`src/rtl/hazard_pkg.sv`:
```
// Shared types for the in-order hazard controller: tracker entry layout and FSM encodings.
// Latency: n/a (types and constants only).
// Backpressure: n/a.
package hazard_pkg;

    // Register addresses are stored zero-extended to this width inside the tracker.
    localparam int AW_MAX = 8;

    // Select value meaning "read the register file, no forwarding".
    localparam int SEL_RF = 0;

    // One in-flight destination tracked per downstream stage.
    typedef struct packed {
        logic              vld;
        logic [AW_MAX-1:0] dst;
        logic              ld;
    } trk_entry_t;

    typedef enum logic {
        MD_IDLE = 1'b0,
        MD_BUSY = 1'b1
    } md_state_t;

    typedef enum logic {
        FL_IDLE   = 1'b0,
        FL_JFLUSH = 1'b1
    } fl_state_t;

endpackage

```
`src/rtl/hazard_unit_p_fwd_match.sv`:
```
// Priority match of one decode source against the tracked downstream destinations.
// Latency: purely combinational.
// Backpressure: none; ld_hit tells the caller that the youngest match is a load still in flight.
module fwd_match
    import hazard_pkg::*;
#(
    parameter int FWD_DEPTH = 2,
    parameter int LD_LAT    = 1,
    parameter int SW        = $clog2(FWD_DEPTH + 1)
) (
    input  trk_entry_t [FWD_DEPTH-1:0] ent,
    input  logic                       src_en,
    input  logic [AW_MAX-1:0]          src,
    output logic [SW-1:0]              sel,
    output logic                       ld_hit
);

    // Scan oldest to youngest so the youngest matching stage overwrites older ones.
    always_comb begin
        sel    = SW'(SEL_RF);
        ld_hit = 1'b0;
        for (int k = FWD_DEPTH; k >= 1; k--) begin
            if (src_en && (src != '0) && ent[k-1].vld && (ent[k-1].dst == src)) begin
                sel    = SW'(k);
                ld_hit = ent[k-1].ld && (k <= LD_LAT);
            end
        end
    end

endmodule

```
`src/rtl/hazard_unit_p.sv`:
```
// Decode-side hazard controller: forwarding selects, load-use/cache-miss/mul-div stalls, jump/mispredict flushes.
// Latency: selects, stalls and flush are combinational from decode inputs and one cycle of tracked state.
// Backpressure: fd_st/de_st/em_st hold IF/ID, ID/EX, EX/MEM; a D-miss freezes the whole tracker.
module hazard_unit_p
    import hazard_pkg::*;
#(
    parameter int AW        = 5,
    parameter int FWD_DEPTH = 2,
    parameter int LD_LAT    = 1,
    parameter int SW        = $clog2(FWD_DEPTH + 1)
) (
    input  logic          clk,
    input  logic          rst,
    input  logic          id_valid,
    input  logic          id_dst_en,
    input  logic [AW-1:0] id_dst,
    input  logic          id_src1_en,
    input  logic          id_src2_en,
    input  logic [AW-1:0] id_src1,
    input  logic [AW-1:0] id_src2,
    input  logic          id_is_load,
    input  logic          id_is_j,
    input  logic          id_is_b,
    input  logic          id_is_md,
    input  logic          id_pre_taken,
    input  logic          ex_real_taken,
    input  logic          md_fin,
    input  logic          f_cmiss,
    input  logic          f_arrival,
    input  logic          m_cmiss,
    input  logic          m_arrival,
    output logic [SW-1:0] src1_sel,
    output logic [SW-1:0] src2_sel,
    output logic          fd_st,
    output logic          de_st,
    output logic          em_st,
    output logic          flush,
    output logic          mispred_nt,
    output logic          mispred_t,
    output logic          rs1_dep
);

    trk_entry_t [FWD_DEPTH-1:0] trk;
    trk_entry_t                 ins;
    md_state_t                  md_state;
    fl_state_t                  fl_state;

    logic ikeep, dkeep, imiss, dmiss;
    logic b_vld, b_pt;
    logic ld_hit1, ld_hit2, ldhaz;
    logic md_enter, mdst;
    logic flush_base, j_flush, fwd_any;

    fwd_match #(.FWD_DEPTH(FWD_DEPTH), .LD_LAT(LD_LAT), .SW(SW)) u_match1 (
        .ent    (trk),
        .src_en (id_src1_en),
        .src    (AW_MAX'(id_src1)),
        .sel    (src1_sel),
        .ld_hit (ld_hit1)
    );

    fwd_match #(.FWD_DEPTH(FWD_DEPTH), .LD_LAT(LD_LAT), .SW(SW)) u_match2 (
        .ent    (trk),
        .src_en (id_src2_en),
        .src    (AW_MAX'(id_src2)),
        .sel    (src2_sel),
        .ld_hit (ld_hit2)
    );

    // A refill arriving this cycle ends the miss immediately; a new miss counts from its first cycle.
    assign imiss = ~f_arrival & (f_cmiss | ikeep);
    assign dmiss = ~m_arrival & (m_cmiss | dkeep);

    assign mispred_nt = b_vld & b_pt & ~ex_real_taken;
    assign mispred_t  = b_vld & ~b_pt & ex_real_taken;

    // Flush sources that do not depend on this cycle's stalls; used to break the jump/stall loop.
    assign flush_base = (fl_state == FL_JFLUSH) | mispred_nt | mispred_t;

    // A flush squashes the dependent instruction, so a load-use hazard never stalls under it.
    assign ldhaz = (ld_hit1 | ld_hit2) & ~flush_base;

    // A jump can never be a mul/div, so excluding id_is_j here is equivalent to excluding the jump flush.
    assign md_enter = id_is_md & id_valid & ~flush_base & ~id_is_j & ~dmiss;
    assign mdst     = ((md_state == MD_IDLE) & md_enter & ~md_fin)
                    | ((md_state == MD_BUSY) & ~md_fin);

    assign fd_st = imiss | dmiss | ldhaz | mdst;
    assign de_st = ldhaz | dmiss;
    assign em_st = dmiss;

    assign j_flush = id_is_j & id_valid & ~flush_base & ~fd_st;
    assign flush   = flush_base | j_flush;

    assign fwd_any = (src1_sel != SW'(SEL_RF)) | (src2_sel != SW'(SEL_RF));
    assign rs1_dep = (src1_sel != SW'(SEL_RF));

    // Entry presented to stage 1; stalls and flushes turn it into a bubble, x0 is never tracked.
    always_comb begin
        ins     = '0;
        ins.vld = id_valid & id_dst_en & ~flush & ~de_st & (id_dst != '0);
        ins.dst = AW_MAX'(id_dst);
        ins.ld  = id_is_load;
    end

    // Shift the tracker one stage per cycle unless the back end is frozen by a D-miss.
    always_ff @(posedge clk) begin
        if (rst) begin
            trk <= '0;
        end else if (!em_st) begin
            trk[0] <= ins;
            for (int k = 1; k < FWD_DEPTH; k++) begin
                trk[k] <= trk[k-1];
            end
        end
    end

    // Miss-pending flags: a new miss wins over a simultaneous refill, reset drops any outstanding miss.
    always_ff @(posedge clk) begin
        if (rst) begin
            ikeep <= 1'b0;
            dkeep <= 1'b0;
        end else begin
            if (f_cmiss)        ikeep <= 1'b1;
            else if (f_arrival) ikeep <= 1'b0;
            if (m_cmiss)        dkeep <= 1'b1;
            else if (m_arrival) dkeep <= 1'b0;
        end
    end

    // Branch slot of the ID/EX register; holds while EX/MEM is frozen.
    always_ff @(posedge clk) begin
        if (rst) begin
            b_vld <= 1'b0;
            b_pt  <= 1'b0;
        end else if (!em_st) begin
            b_vld <= id_is_b & id_valid & ~flush & ~de_st;
            b_pt  <= id_pre_taken;
        end
    end

    // Mul/div occupancy: busy from issue until md_fin, abandoned on flush.
    always_ff @(posedge clk) begin
        if (rst) begin
            md_state <= MD_IDLE;
        end else if (md_state == MD_IDLE) begin
            if (md_enter && !md_fin) md_state <= MD_BUSY;
        end else begin
            if (md_fin || flush) md_state <= MD_IDLE;
        end
    end

    // A jump whose target operand is forwarded keeps flushing for one extra cycle.
    always_ff @(posedge clk) begin
        if (rst) begin
            fl_state <= FL_IDLE;
        end else if (fl_state == FL_IDLE) begin
            if (j_flush && fwd_any) fl_state <= FL_JFLUSH;
        end else begin
            fl_state <= FL_IDLE;
        end
    end

endmodule
```
`config.mk`:
```
export PLATFORM = sky130hd
export DESIGN_NAME = hazard_unit_p
export DESIGN_NICKNAME = d
export VERILOG_FILES = /design/src/rtl/hazard_pkg.sv /design/src/rtl/hazard_unit_p_fwd_match.sv /design/src/rtl/hazard_unit_p.sv
export SDC_FILE = /design/constraint.sdc
export NUM_CORES = 1
export LEC_CHECK = 0
export CAP_MARGIN = 40
export CORE_MARGIN = 5
export CORE_UTILIZATION = 50
export CTS_CLUSTER_SIZE = 12
export DETAILED_ROUTE_END_ITERATION = 12
export DONT_BUFFER_PORTS = 1
export HOLD_SLACK_MARGIN = 0.15
export REMOVE_ABC_BUFFERS = 1
export SLEW_MARGIN = 5
export SYNTH_ARGS = -nofsm -noshare
export SYNTH_HDL_FRONTEND = slang
export SYNTH_SLANG_ARGS = --single-unit
```
`constraint.sdc`:
```
create_clock -name clk -period 3.89 [get_ports clk]
set_input_delay 0.5835 -clock clk [delete_from_list [all_inputs] [get_ports clk]]
set_output_delay 0.5835 -clock clk [all_outputs]
set_load 0.02 [all_outputs]
```
==> results.toml, run 1 <==
[pwr]
power.switching_mw = 0.106
internal_power_mw = 0.271
p_per_area_mw_per_mm2 = 320
p_comb_share_pct = 16.2
vdd_ir_drop_max_mv = 0.216
p_clk_share_pct = 26.7
leakage_nw = 0.401
switching_share_pct = 28.0
power_frac_seq_pct = 57.1

[layout]
syn2layout_area_growth_pct = 4.91
nNetsFinal = 175
fin_util_pct = 54.3
antenna_cells = 0
layout-drive-gt1-share_pct = 11.3

[worst_setup_path]
worst-r2r-cell-count = 5
r2r_setup_slack_ns = 2.13
path_cells = "or4_1 > o21ai_2 > nor3_2 > o21a_4 > o31ai_4"
r2r_start = "trk[3]"
crit_slowest_cell = "or4_1"
crit-reg2reg-capture = "fl_state"
required_ns = 3.31
arrival_ns = 2.04
cp_max_fo = 6
endpoint_kind = "output port"
startpoint_type = "primary input"
setup.worst_path.class = "primary input to output port"
slowest_delay_ns = 0.54

[grt]
gr-usage-all-layers_pct = 17.0
grt_pass1_vias = 974
grt_pass1_wl_mm = 4.42
antenna_found_initial = 0
grt.overflow.total = 0
grt_max_degree = 21

[floorplan]
die-width_um = 57.4
ios = 43
start_util_pct = 51.7
coreArea_sq_mm = 0.00217
num_rows = 17
die_area_sq_mm = 0.00329
dieHeight_um = 57.4

[timing]
maxSlewHeadroom_pct = 53.2
min_period_ns = 2.63
finalSetupTns_ns = 0
worstMarginPinSlew_ns = 0.698
setup_viol = 0
drv_slew = 0
rsz0062_at_grt = "false"
skew_ns = 0.00506
whs_ns = 0.337
min_period_over_period_pct = 67.5
fin_ws_ns = 1.26
hold_viol = 0
fmaxAchievable_mhz = 381

[synth]
yosysSeqAreaShare_pct = 33.9
synth_seq_cells = 19
syn_area_per_cell_sq_um = 7.96
synth.cell_area_sq_mm = 0.00112
yosysWarnings = 0
synth.distinct_cells = 31
postSynthCellCount = 141

[routing]
wl_per_cell_um = 15.8
via_per_inst = 5.72
initialDrtViolationCount = 23
vias = 972
postRouteAntennaNets = 0
finalWirelength_mm = 2.69
drc = 0
drtPass1Iterations = 4

[status]
run_status = "complete, no violations"

[cts]
cts.sinks = 19
post_cts_resized = 0
cts_root_buf = "clkbuf_4"
htree_levels = 1
cts_buffers = 3
hold_buffers = 0
cts_tree = "built"
clk_path_buf_depth = 2
path_clk_slew_ns = 0.11
cts_setup_buffers = 0
clock_latency_ns = 0.29

[hold_path]
whs_path_depth = 1
hold_path_class = "primary input to flop"
hold_end = "trk[3]"
hp-start = "rst"

[placement]
io_buffers = 0
gp_congestion = 0.746
hpwl_mm = 2.12
post-place-ws_ns = 1.26

[run]
max_cap_violations = 0
==> metal layers <==
| layer | wire length, um | up-vias | GRT usage (%) |
|---|---|---|---|
| met3 | 219 | 2 | 4.75 |
| met4 | 20 | 0 | 5.96 |
| met1 | 1110 | 450 | 18.8 |
| met5 | 0 | - | 0 |
| met2 | 1340 | 34 | 30.6 |
| li1 | - | 486 | - |
==> how the worst max path moves through the flow <==
stage                          start    end  slack, ns  cells past startpoint
final                     id_src1[1]  flush       1.26                      5
after global routing          trk[3]  fd_st       1.10                      5
after CTS                 id_src1[1]  flush       1.26                      5
after detailed placement  id_src1[1]  flush       1.26                      5
after global placement    id_src1[1]  flush       1.30                      5
after floorplan           id_src1[1]  flush       1.36                      5
==> power groups by stage <==
stage               Sequential (mW)  Combinational, mW  Clock [mW]
floorplan                     0.217             0.0519           0
global placement              0.220             0.0596           0
detailed placement            0.220             0.0614           0
CTS                           0.215             0.0617       0.104
global route                  0.217             0.0682       0.118
finish                        0.215             0.0611       0.101
==> cells by family after synthesis <==
kind of cell              count (synthesis)  share of synthesized area [%]
AOI/OAI and AO/OA                        30                           18.6
DFF                                      19                           33.9
buffers and inverters                     9                           3.01
xor gates and xnor gates                 21                           16.4
and+or+nand+nor                          62                           28.1
==> sequential cells by signal (all words and copies together) (netlist names) <==
name,count
b_pt,1
trk,13
md_state,1
b_vld,1
fl_state,1
dkeep,1
ikeep,1
==> worst max-delay path, delay by kind of cell <==
kind	cells	cell delay, ns
AOI/OAI and AO/OA	3	0.78
and+or+nand+nor	2	0.68
==> cells in the mapped netlist <==
library cell  number  share of area (%)
nor3b_1            3                2.0
nand4_1            4                2.2
or2_2              1               0.56
or4_4              1                1.0
o41ai_1            1               0.78
xnor2_1           20                 16
nor2b_1            1               0.56
o21ai_1            2               0.89
a31oi_1            1               0.56
and2b_2            1               0.78
o21ai_0            2               0.89
o21ai_2            2                1.6
a21oi_1           15                6.7
o21a_4             1                1.3
and3b_1            2                1.6
nand2_1           36                 12
inv_1              5                1.7
o221ai_1           2                1.6
o211ai_1           1               0.67
or4_1              3                2.0
buf_1              2               0.67
dfxtp_1           19                 34
a21oi_2            1               0.78
nor3_1             3                1.3
nor3_2             2                1.8
nor2_1             4                1.3
xor2_1             1               0.78
or4b_1             1               0.89
o31ai_4            1                1.9
clkbuf_1           2               0.67
o21bai_2           1                1.0
==> through the flow <==
| stage | power, mW | instances | area, sq um |
|---|---|---|---|
| after global routing | 0.403 | 170 | 1180 |
| after detailed placement | 0.281 | 166 | 1150 |
| after global placement | 0.279 | 166 | 1150 |
| final | 0.377 | 170 | 1180 |
| after CTS | 0.381 | 170 | 1180 |
| after floorplan | 0.269 | 137 | 1110 |
==> placed cells by master (no fill, tap or decap), types with 3 or more instances in the layout <==
| cell type | instances |
|---|---|
| a21oi_1 | 15 |
| clkbuf_4 | 3 |
| dfxtp_1 | 19 |
| inv_1 | 5 |
| nand2_1 | 36 |
| nand4_1 | 4 |
| nor2_1 | 4 |
| nor3_1 | 3 |
| nor3b_1 | 3 |
| or4_1 | 3 |
| xnor2_1 | 20 |
==> final cells by class <==
type                            instances  area, sq um
Clock inverter                          1         5.00
Fill cell                             231          992
Timing Repair Buffer                    1         7.51
Sequential cell                        19          380
Multi-Input combinational cell        113          708
Inverter                                5         18.8
Tap cell                               28         35.0
Clock buffer                            3         22.5
No activity file was read; power rests on OpenSTA's default activity.
==> inputs of run 2 (changes only) <==
==> constraint.sdc (replaced) <==
create_clock -name clk -period 2.7 [get_ports clk]
set_input_delay 0.405 -clock clk [delete_from_list [all_inputs] [get_ports clk]]
set_output_delay 0.405 -clock clk [all_outputs]
set_load 0.02 [all_outputs]
==> run 2 against run 1 <==
Critical path depth stayed put. Wire length grew 3.8%. Utilization rose by 1.4 points. Worst hold slack worse by 0.16 ns. Sequential cell count did not move. Clock power increased by 44%. Largest cell class unchanged. Sequential share of layout area fell by 0.80 points. First-iteration DRC count up 70%. Combinational power up 57%. Die area is the same. Via count grew 3.0%.
==> results.toml, run 2 (synthesis results as in run 1) <==
[floorplan]
ios = 43
num_rows = 17
die-width_um = 57.4
coreArea_sq_mm = 0.00217
start_util_pct = 51.7
die_area_sq_mm = 0.00329
dieHeight_um = 57.4

[timing]
drv_slew = 0
fin_ws_ns = 0.289
fmaxAchievable_mhz = 415
skew_ns = 0.00604
maxSlewHeadroom_pct = 55.9
setup_viol = 0
rsz0062_at_grt = "false"
finalSetupTns_ns = 0
worstMarginPinSlew_ns = 0.659
hold_viol = 0
min_period_ns = 2.41
min_period_over_period_pct = 89.3

[routing]
via_per_inst = 5.79
drc = 0
vias = 1001
finalWirelength_mm = 2.79
initialDrtViolationCount = 39
drtPass1Iterations = 4
postRouteAntennaNets = 0
wl_per_cell_um = 16.1

[status]
run_status = "complete, no violations"

[hold_path]
hold_path_class = "primary input to flop"

[placement]
hpwl_mm = 2.15
post-place-ws_ns = 0.455
io_buffers = 0
gp_congestion = 0.758

[layout]
layout_common_cells = "nand2_1, xnor2_1, dfxtp_1"
antenna_cells = 0
top_register = "trk"
fin_util_pct = 55.7
layout_commonest_cell = "nand2_1"
syn2layout_area_growth_pct = 7.58
nNetsFinal = 178
layout-drive-gt1-share_pct = 11.0
largest_reg_flops = 13

[worst_setup_path]
cp_max_fo = 6
required_ns = 2.30
setup.worst_path.class = "flop to output port"
slowest_delay_ns = 0.57
crit_slowest_cell = "nor3_2"
path_cells = "xnor2_1 > nand4_1 > nor3_2 > o211ai_1 > nand2_1"
endpoint_kind = "output port"
startpoint_type = "flop"
arrival_ns = 2.01

[grt]
gr-usage-all-layers_pct = 18.0
antenna_found_initial = 0
grt_pass1_wl_mm = 4.68
grt_max_degree = 15
grt_pass1_vias = 1037
grt.overflow.total = 0

[cts]
clk_path_buf_depth = 2
cts_root_buf = "clkbuf_4"
path_clk_slew_ns = 0.11
clock_latency_ns = 0.30
cts_tree = "built"
cts_buffers = 3
cts.sinks = 19
htree_levels = 1

[pwr]
internal_power_mw = 0.394
leakage_nw = 0.414
p_per_area_mw_per_mm2 = 456
power_mw = 0.551
switching_share_pct = 28.5
vdd_ir_drop_max_mv = 0.321
p_clk_share_pct = 26.3
p_comb_share_pct = 17.4
power_frac_seq_pct = 56.3
power.switching_mw = 0.157

[run]
max_cap_violations = 0
## run 2: final timing paths
path                            slack (ns)  cells after the start  endpoint  startpoint
worst max-delay path                  0.29                      5     de_st      trk[4]
worst max register to register        0.98                      5     b_vld      trk[4]
worst min register to register        0.50                      2     ikeep       ikeep
worst min-delay path                  0.17                      1  md_state         rst
## run 2: cell type report
type,count,area [sq um]
inverter,5,18.8
tap,28,35.0
sequential,19,380
clock buffer,3,22.5
fill,213,962
timing repair buffer,4,37.5
clock inverter,1,5.00
multi-input combinational,113,708
## run 2: per-layer routing
metal	up-vias	share of wire [%]	global-route usage, %
li1	495	-	-
met1	456	39	20.6
met2	48	51	32.7
met3	2	9.2	4.07
met4	0	0.50	5.96
met5	-	0	0
## run 2: worst max-delay path, delay by kind of cell (launching register included)
kind,cells,cell delay (ns)
simple gates,3,0.93
flops,1,0.44
compound gates,1,0.18
xor+xnor,1,0.15
## run 2: repair_timing
| item | 4_1_cts | 5_1_grt |
|---|---|---|
| endpoints found under the setup margin | 0 | 0 |
| resized for setup | 0 | 0 |
| hold buffers | 2 | 1 |
| buffers inserted | 0 | 0 |
| hold endpoints to repair | 13 | 1 |
## run 2: metrics by stage
stage,cells,instance area [sq um],hold WS (ns)
6_report,173,1210,0.172
4_1_cts,172,1200,0.150
2_1_floorplan,137,1110,0.439
3_5_place_dp,166,1150,0.473
3_3_place_gp,166,1150,0.462
5_1_grt,173,1210,0.159
## run 2: power groups by stage
stage          logic, mW  clock network, mW  registers (mW)
2_1_floorplan     0.0748                  0           0.312
5_1_grt            0.106              0.165           0.313
4_1_cts           0.0949              0.155           0.310
3_5_place_dp      0.0889                  0           0.317
3_3_place_gp      0.0859                  0           0.317
6_report          0.0957              0.145           0.310
